<file path="src/rtl/dispatch_unit.sv">
// Dispatch stage: resolves renamed source operands against the PRF, CDB and a
// readiness scoreboard, allocates ROB/FU numbers and issues one registered RS entry per cycle.
module dispatch_unit #(
    parameter int RS_SIZE  = 64,
    parameter int ROB_SIZE = 64,
    parameter int NUM_FU   = 3
) (
    input  logic        clk,
    input  logic        reset,

    input  logic        in_valid,
    output logic        in_ready,
    input  logic [5:0]  in_physical_rd,
    input  logic [5:0]  in_physical_rs1,
    input  logic [5:0]  in_physical_rs2,
    input  logic [3:0]  in_ALUControl,
    input  logic [31:0] in_imm,
    input  logic        in_LoadStore,
    input  logic        in_ALUSrc,
    input  logic        in_RegWrite,
    input  logic        in_BMS,

    output logic [5:0]  prf_rs1_addr,
    output logic [5:0]  prf_rs2_addr,
    input  logic [31:0] prf_rs1_data,
    input  logic [31:0] prf_rs2_data,

    input  logic        cdb_valid,
    input  logic [5:0]  cdb_tag,
    input  logic [31:0] cdb_value,

    input  logic        rs_free,
    input  logic        rob_retire,

    output logic        out_valid,
    output logic [5:0]  out_physical_rd,
    output logic [5:0]  out_physical_rs1,
    output logic [5:0]  out_physical_rs2,
    output logic [31:0] out_rs1_value,
    output logic [31:0] out_rs2_value,
    output logic        out_rs1_ready,
    output logic        out_rs2_ready,
    output logic [3:0]  out_ALUControl,
    output logic [31:0] out_imm,
    output logic        out_LoadStore,
    output logic        out_ALUSrc,
    output logic        out_RegWrite,
    output logic        out_BMS,
    output logic [1:0]  out_FU_num,
    output logic [5:0]  out_ROB_num,

    output logic [6:0]  rs_credits,
    output logic [6:0]  rob_count
);

    localparam logic [6:0] RS_FULL  = 7'(RS_SIZE);
    localparam logic [6:0] ROB_FULL = 7'(ROB_SIZE);
    localparam logic [1:0] FU_LAST  = 2'(NUM_FU - 1);

    logic [63:0] scoreboard;
    logic [63:0] scoreboard_next;
    logic [5:0]  rob_tail;
    logic [1:0]  fu_ptr;
    logic        fire;
    logic [32:0] rs1_resolved;
    logic [32:0] rs2_resolved;

    // Returns {ready, value}; the CDB bypass covers a producer writing back this very cycle.
    function automatic logic [32:0] resolve(
        input logic [5:0]  tag,
        input logic [31:0] prf_data,
        input logic [63:0] sb,
        input logic        bus_valid,
        input logic [5:0]  bus_tag,
        input logic [31:0] bus_value
    );
        if (tag == 6'd0)
            resolve = {1'b1, 32'd0};
        else if (bus_valid && bus_tag == tag)
            resolve = {1'b1, bus_value};
        else
            resolve = {sb[tag], prf_data};
    endfunction

    assign in_ready     = (rs_credits != 7'd0) && (rob_count != ROB_FULL);
    assign fire         = in_valid && in_ready;
    assign prf_rs1_addr = in_physical_rs1;
    assign prf_rs2_addr = in_physical_rs2;

    always_comb begin
        rs1_resolved = resolve(in_physical_rs1, prf_rs1_data, scoreboard, cdb_valid, cdb_tag, cdb_value);
        rs2_resolved = resolve(in_physical_rs2, prf_rs2_data, scoreboard, cdb_valid, cdb_tag, cdb_value);
    end

    // A new producer's clear is applied after the CDB set so it wins a same-tag collision.
    always_comb begin
        scoreboard_next = scoreboard;
        if (cdb_valid)
            scoreboard_next[cdb_tag] = 1'b1;
        if (fire && in_RegWrite && in_physical_rd != 6'd0)
            scoreboard_next[in_physical_rd] = 1'b0;
        scoreboard_next[0] = 1'b1;
    end

    always_ff @(posedge clk or posedge reset) begin
        if (reset)
            scoreboard <= '1;
        else
            scoreboard <= scoreboard_next;
    end

    always_ff @(posedge clk or posedge reset) begin
        if (reset) begin
            rs_credits <= RS_FULL;
            rob_count  <= 7'd0;
            rob_tail   <= 6'd0;
            fu_ptr     <= 2'd0;
        end else begin
            if (fire && !rs_free)
                rs_credits <= rs_credits - 7'd1;
            else if (!fire && rs_free && rs_credits != RS_FULL)
                rs_credits <= rs_credits + 7'd1;

            if (fire && !rob_retire)
                rob_count <= rob_count + 7'd1;
            else if (!fire && rob_retire && rob_count != 7'd0)
                rob_count <= rob_count - 7'd1;

            if (fire) begin
                rob_tail <= rob_tail + 6'd1;
                fu_ptr   <= (fu_ptr == FU_LAST) ? 2'd0 : fu_ptr + 2'd1;
            end
        end
    end

    // Output fields hold their last value between fires; only the strobe drops.
    always_ff @(posedge clk or posedge reset) begin
        if (reset) begin
            out_valid        <= 1'b0;
            out_physical_rd  <= 6'd0;
            out_physical_rs1 <= 6'd0;
            out_physical_rs2 <= 6'd0;
            out_rs1_value    <= 32'd0;
            out_rs2_value    <= 32'd0;
            out_rs1_ready    <= 1'b0;
            out_rs2_ready    <= 1'b0;
            out_ALUControl   <= 4'd0;
            out_imm          <= 32'd0;
            out_LoadStore    <= 1'b0;
            out_ALUSrc       <= 1'b0;
            out_RegWrite     <= 1'b0;
            out_BMS          <= 1'b0;
            out_FU_num       <= 2'd0;
            out_ROB_num      <= 6'd0;
        end else begin
            out_valid <= fire;
            if (fire) begin
                out_physical_rd  <= in_physical_rd;
                out_physical_rs1 <= in_physical_rs1;
                out_physical_rs2 <= in_physical_rs2;
                out_rs1_ready    <= rs1_resolved[32];
                out_rs1_value    <= rs1_resolved[31:0];
                out_rs2_ready    <= rs2_resolved[32];
                out_rs2_value    <= rs2_resolved[31:0];
                out_ALUControl   <= in_ALUControl;
                out_imm          <= in_imm;
                out_LoadStore    <= in_LoadStore;
                out_ALUSrc       <= in_ALUSrc;
                out_RegWrite     <= in_RegWrite;
                out_BMS          <= in_BMS;
                out_FU_num       <= fu_ptr;
                out_ROB_num      <= rob_tail;
            end
        end
    end

endmodule

</file>
<file path="config.mk">
export PLATFORM = sky130hd
export DESIGN_NAME = dispatch_unit
export DESIGN_NICKNAME = d
export VERILOG_FILES = /design/src/rtl/dispatch_unit.sv
export SDC_FILE = /design/constraint.sdc
export NUM_CORES = 1
export LEC_CHECK = 0
export BUFFER_PORTS_ARGS = -buffer_cell sky130_fd_sc_hd__buf_4
export CORE_UTILIZATION = 56
export DETAILED_ROUTE_END_ITERATION = 16
export GPL_TIMING_DRIVEN = 0
export HOLD_SLACK_MARGIN = 0.06
export PLACE_DENSITY = 0.88
export SLEW_MARGIN = 40
export SYNTH_ARGS = -nofsm -noshare
export SYNTH_HDL_FRONTEND = slang
export SYNTH_SLANG_ARGS = --single-unit
</file>
<file path="constraint.sdc">
create_clock -name clk -period 20.8 [get_ports clk]
set_clock_uncertainty 0.15 [all_clocks]
set_input_delay 2.08 -clock clk [delete_from_list [all_inputs] [get_ports clk]]
set_output_delay 2.08 -clock clk [all_outputs]
set_load 0.02 [all_outputs]
</file>
==> flow_metrics.py, run 1 <==
metrics = {
    "synthesis": {
        "yosys.area.top_type_share": 0.3558,
        "yosysTopAreaCell": "dfrtp_1",
        "yosysSeqAreaShare": 0.5110,
        "synth_seq_cells": 218,
        "synth-warning-count": 0,
        "synth_area_leaders": "dfrtp_1, dfstp_2, nand2_1",
        "ys.flop_type": "dfrtp_1",
        "ys_async_sr_fraction": 1.000,
        "syn_area_per_cell_sq_um": 10.01,
        "synth_cell_types": 51,
        "synth_nets": 1262,
        "netlist_area_sq_um": 10830,
        "syn_inst": 1082,
        "synth_edf_count": 0,
    },
    "clock_network": {
        "cts_resized": 0,
        "root_buffer": "clkbuf_16",
        "numCtsBuffers": 24,
        "cts_setup_buffers": 0,
        "clkTransAtPathRegs_ns": 0.05,
        "hold_buffers": 0,
        "clkSinkCount": 218,
        "cts_htree_levels": 1,
        "cts_buffer_depth": 3,
        "cts_tree": "yes",
        "clk_latency_ns": 0.53,
    },
    "cells_and_area": {
        "seq_area_sq_um": 5535,
        "area_growth_pct": 33.45,
        "fillers": 1255,
        "final_common_cell": "buf_4",
        "fin_area_sq_um": 14460,
        "nets": 1603,
        "multiInputGateArea_sq_um": 4920,
        "layout_common_cells": "buf_4, nand2_1, dfrtp_1",
        "layout-drive-gt1-share": 0.3511,
    },
    "critical_path": {
        "rr_startpoint": "rs_credits[3]",
        "crit_arrival_ns": 2.54,
        "critPathLaunchType": "input port",
        "cp-endpoint": "prf_rs1_addr[5]",
        "crit_type": "in2out",
        "required_ns": 18.57,
        "cp-end-kind": "primary output",
        "reg2regPathDepth": 13,
        "worstSetupStartpoint": "in_physical_rs1[5]",
        "r2r_end": "rs_credits[6]",
        "cp_max_fo": 6,
        "r2r_setup_slack_ns": 17.14,
    },
    "power_and_ir_drop": {
        "pwr_density_cell_nw_per_um2": 109.2,
        "ir_drop_mv": 0.07543,
        "p_leak_uw": 0.006717,
    },
    "timing": {
        "period_needed_ns": 4.766,
        "slew_viol_final": 0,
        "timing_hold_violations_final": 0,
        "rsz0062_at_grt": "false",
        "slew_headroom": 0.3997,
        "period_share": 0.2291,
        "fin_tns_setup_ns": 0,
        "worstMarginPinSlew_ns": 0.8971,
        "max_freq_mhz": 209.8,
        "finalSetupViolations": 0,
    },
    "global_routing": {
        "grt_pass1_vias": 10308,
        "antenna_found_initial": 3,
        "grt_pass1_wl_mm": 58.09,
        "groute.usage.overall": 0.3887,
        "grt_max_degree": 72,
        "grt_overflow": 0,
    },
    "floorplan": {
        "rows": 50,
        "initial_utilization": 0.5752,
        "pin_count": 326,
        "die_area_sq_um": 19900,
        "coreArea_sq_um": 18830,
        "die_width_um": 141.1,
        "die_h_um": 141.1,
    },
    "run": {
        "maxCapViolCount": 0,
    },
    "run_status": {
        "status": "complete, no violations",
    },
    "route": {
        "post-route-drc-count": 0,
        "drtIter0Drc": 1080,
        "via_per_inst": 6.079,
        "drt_wl_total_mm": 39.11,
        "wl_per_cell_um": 22.94,
        "drt_pre_antenna_iters": 6,
        "vias": 10365,
        "ant_nets": 0,
    },
    "place": {
        "gp_congestion": 0.9443,
        "place_hpwl_mm": 28.28,
        "place_area_sq_um": 13620,
        "port-buffer-count": 312,
    },
    "hold_path": {
        "min_path_type": "reg2reg",
    },
}
==> synthesized netlist by cell type (10+ instances only) <==
| cell | n |
|---|---|
| buf_4 | 20 |
| dfstp_2 | 64 |
| nand2_1 | 287 |
| mux2i_1 | 82 |
| clkbuf_1 | 32 |
| ha_1 | 12 |
| a21oi_1 | 137 |
| inv_1 | 14 |
| dfrtp_1 | 154 |
| nor2_1 | 30 |
| buf_2 | 19 |
| xnor2_1 | 19 |
| o21ai_0 | 63 |
| mux4_2 | 28 |
| nand3_1 | 10 |
==> worst min-delay path by stage <==
stage	from	endpoint	slack, ns	cells past startpoint
6_report	out_RegWrite	out_RegWrite	0.33	2
5_1_grt	out_imm[3]	out_imm[3]	0.35	2
4_1_cts	out_imm[27]	out_imm[27]	0.33	2
3_5_place_dp	out_imm[27]	out_imm[27]	0.31	2
3_3_place_gp	out_imm[12]	out_imm[12]	0.31	2
2_1_floorplan	rob_tail[5]	rob_tail[5]	0.30	1
==> final cells by class <==
cell class                 instances  area share
sequential                       218      0.3829
multi-input combinational        773      0.3403
timing repair buffer             315      0.1677
clock buffer                      36     0.04605
buffer                            76     0.02657
tap                              260     0.02250
clock inverter                     8    0.008742
inverter                          15    0.004414
antenna                            4   0.0006925
==> flip-flops by register name (all words and copies together) (netlist names), 2 cells and up <==
signal	count
out_rs2_value	32
out_physical_rs2	6
scoreboard	63
out_physical_rd	6
fu_ptr	2
out_ALUControl	4
out_imm	32
rob_tail	6
out_ROB_num	6
out_FU_num	2
rs_credits	7
rob_count	7
out_physical_rs1	6
out_rs1_value	32
==> per-layer routing <==
metal / routed length (um) / track usage / vias up
met4: 2478 / 0.2311 / 0
met5: 0 / 0 / -
li1: - / - / 4428
met2: 18660 / 0.6344 / 693
met1: 13980 / 0.4588 / 5061
met3: 3997 / 0.1104 / 183
==> where the power goes <==
part	internal [uW]	leakage, uW	switching [uW]
clock	259	0.000387	173
sequential	541	0.00254	79.0
combinational	225	0.00379	302
==> metrics by stage <==
stage,hold WS [ns],cells,total power (uW),utilization,worst slack [ns]
after floorplan,0.2954,1082,909.7,-,12.71
after global placement,0.3106,1654,1107,0.7169,10.45
after detailed placement,0.3139,1657,1136,0.7235,16.05
after CTS,0.3290,1701,1572,0.7655,16.04
after global routing,0.3486,1704,1641,0.7675,16.04
final,0.3263,1705,1579,0.7676,16.03
==> worst max-delay path, stage by stage <==
cell and delay (ns):
buf_4 0.17, buf_4 0.14, buf_4 0.14
==> cells by family (layout without fill, tap and decap cells) <==
| logic type | after synthesis | count (layout) | share of synthesized area |
|---|---|---|---|
| AOI/OAI and AO/OA | 237 | 237 | 0.1190 |
| xor gates and xnor gates | 27 | 27 | 0.02183 |
| adders and majority gates | 14 | 14 | 0.01756 |
| buffers and inverters | 91 | 450 | 0.04066 |
| DFF | 218 | 218 | 0.5110 |
| muxes | 116 | 116 | 0.1402 |
| other | 0 | 4 | 0 |
| and+or+nand+nor | 379 | 379 | 0.1497 |
(Power assumes the default switching activity.)
==> run 2: changes to the inputs <==
- CORE_UTILIZATION: 56 -> 47
- PLACE_DENSITY: 0.88 -> 0.79
- clock period: 20.8 -> 4.3 ns (I/O delays scaled with it)
==> flow_metrics.py, run 2 (same netlist as run 1, synthesis figures left out) <==
metrics = {
    "place": {
        "gp_congestion": 0.9330,
        "dp_cells": 1689,
        "port-buffer-count": 312,
        "place_area_sq_um": 13810,
        "place_hpwl_mm": 27.45,
    },
    "clock_network": {
        "root_buffer": "clkbuf_16",
        "clk_latency_ns": 0.52,
        "cts_setup_buffers": 0,
        "cts_resized": 0,
        "cts_htree_levels": 1,
        "cts_tree": "yes",
        "clkTransAtPathRegs_ns": 0.06,
        "clkSinkCount": 218,
        "numCtsBuffers": 23,
        "hold_buffers": 72,
        "cts_buffer_depth": 3,
    },
    "critical_path": {
        "crit_arrival_ns": 3.86,
        "required_ns": 4.59,
        "critPathLaunchType": "flop",
        "crit_type": "reg2reg",
        "cp_max_fo": 9,
        "cp-end-kind": "flop",
        "r2r_setup_slack_ns": 0.73,
    },
    "global_routing": {
        "antenna_found_initial": 3,
        "grt_overflow": 0,
        "grt_pass1_wl_mm": 60.38,
        "grt_max_degree": 27,
        "grt_pass1_vias": 10660,
        "groute.usage.overall": 0.3322,
    },
    "floorplan": {
        "coreArea_sq_um": 22640,
        "die_h_um": 153.8,
        "initial_utilization": 0.4784,
        "rows": 55,
        "die_area_sq_um": 23660,
        "die_width_um": 153.8,
        "pin_count": 326,
    },
    "cells_and_area": {
        "multiInputGateArea_sq_um": 4915,
        "layout-drive-gt1-share": 0.3406,
        "layout_common_cells": "buf_4, nand2_1, dfrtp_1",
        "final_common_cell": "buf_4",
        "fin_area_sq_um": 15270,
        "top_register": "scoreboard",
        "fillers": 1631,
        "fin_util": 0.6746,
        "largest_register_ffs": 63,
        "seq_area_sq_um": 5535,
        "stdcell_count": 1806,
        "nets": 1681,
        "area_growth_pct": 41.01,
    },
    "route": {
        "drtIter0Drc": 1073,
        "ant_nets": 0,
        "drt_wl_total_mm": 39.64,
        "post-route-drc-count": 0,
        "vias": 10534,
        "drt_pre_antenna_iters": 5,
        "wl_per_cell_um": 21.95,
        "via_per_inst": 5.833,
    },
    "power_and_ir_drop": {
        "pwr_density_cell_nw_per_um2": 493.8,
        "ir_drop_mv": 0.2604,
        "p_leak_uw": 0.007054,
    },
    "timing": {
        "timing_hold_violations_final": 0,
        "period_needed_ns": 3.574,
        "slew_viol_final": 0,
        "finalSetupViolations": 0,
        "slew_headroom": 0.3555,
        "worstMarginPinSlew_ns": 0.9615,
        "rsz0062_at_grt": "false",
        "hold_slack_ns": 0.05522,
        "period_share": 0.8311,
        "fin_tns_setup_ns": 0,
        "max_freq_mhz": 279.8,
    },
    "run": {
        "maxCapViolCount": 0,
    },
    "run_status": {
        "status": "complete, no violations",
    },
    "hold_path": {
        "min_path_type": "in2reg",
    },
}
## run 2: cell count changes in the layout (fill, tap and decap cells not counted), sizes merged, moves of 2 or more
cell         change
bufinv           -2
clkinv           +5
dlygate4sd3     +72
buf              +7
clkbuf           -8
clkinvlp         +3
## run 2: final timing paths
check,start,endpoint,cells past startpoint
max,rob_count[3],rs_credits[6],13
min,prf_rs2_data[30],out_rs2_value[30],3
max reg2reg,rob_count[3],rs_credits[6],13
min reg2reg,out_ROB_num[3],out_ROB_num[3],2
max in group asynchronous,reset,out_ALUControl[2],7
min in group asynchronous,reset,out_physical_rs1[0],3
## run 2: worst max-delay path, cell delays in order, from the launching register on
cell and delay, ns:
dfrtp_1 0.43, nor4_1 0.34, nand2_1 0.21, o221ai_4 0.37, inv_2 0.20, nand2b_2 0.18, inv_1 0.13, ha_1 0.34
a21o_1 0.17, a21oi_1 0.24, o21bai_1 0.11, a21o_1 0.20, mux2_2 0.28, mux2i_1 0.14
## run 2: per-layer routing
layer | track usage | up-vias | share of wire
li1 | - | 4586 | -
met1 | 0.3894 | 5108 | 0.37
met2 | 0.5584 | 654 | 0.48
met3 | 0.08568 | 186 | 0.093
met4 | 0.1819 | 0 | 0.057
met5 | 0 | - | 0
## run 2: area by class of cell
cell class                      instances  area share
Inverter                               15    0.003932
Clock inverter                         14    0.006717
Sequential cell                       218      0.3624
Buffer                                 76     0.02515
Antenna cell                            3   0.0004915
Clock buffer                           28     0.04088
Multi-Input combinational cell        773      0.3218
Tap cell                              285     0.02335
Timing Repair Buffer                  394      0.2153
## run 2: through the flow
| stage | total power (uW) | setup WS, ns |
|---|---|---|
| CTS | 7482 | 0.7424 |
| global placement | 5362 | -0.4206 |
| detailed placement | 5490 | 0.7583 |
| floorplan | 4401 | 0.9321 |
| finish | 7542 | 0.7262 |
| global route | 7875 | 0.4654 |
## run 2: where the power goes
group	internal (uW)	switching [uW]	leakage, uW
Combinational	1140	1450	0.00415
Clock	1100	862	0.000363
Sequential	2620	377	0.00254
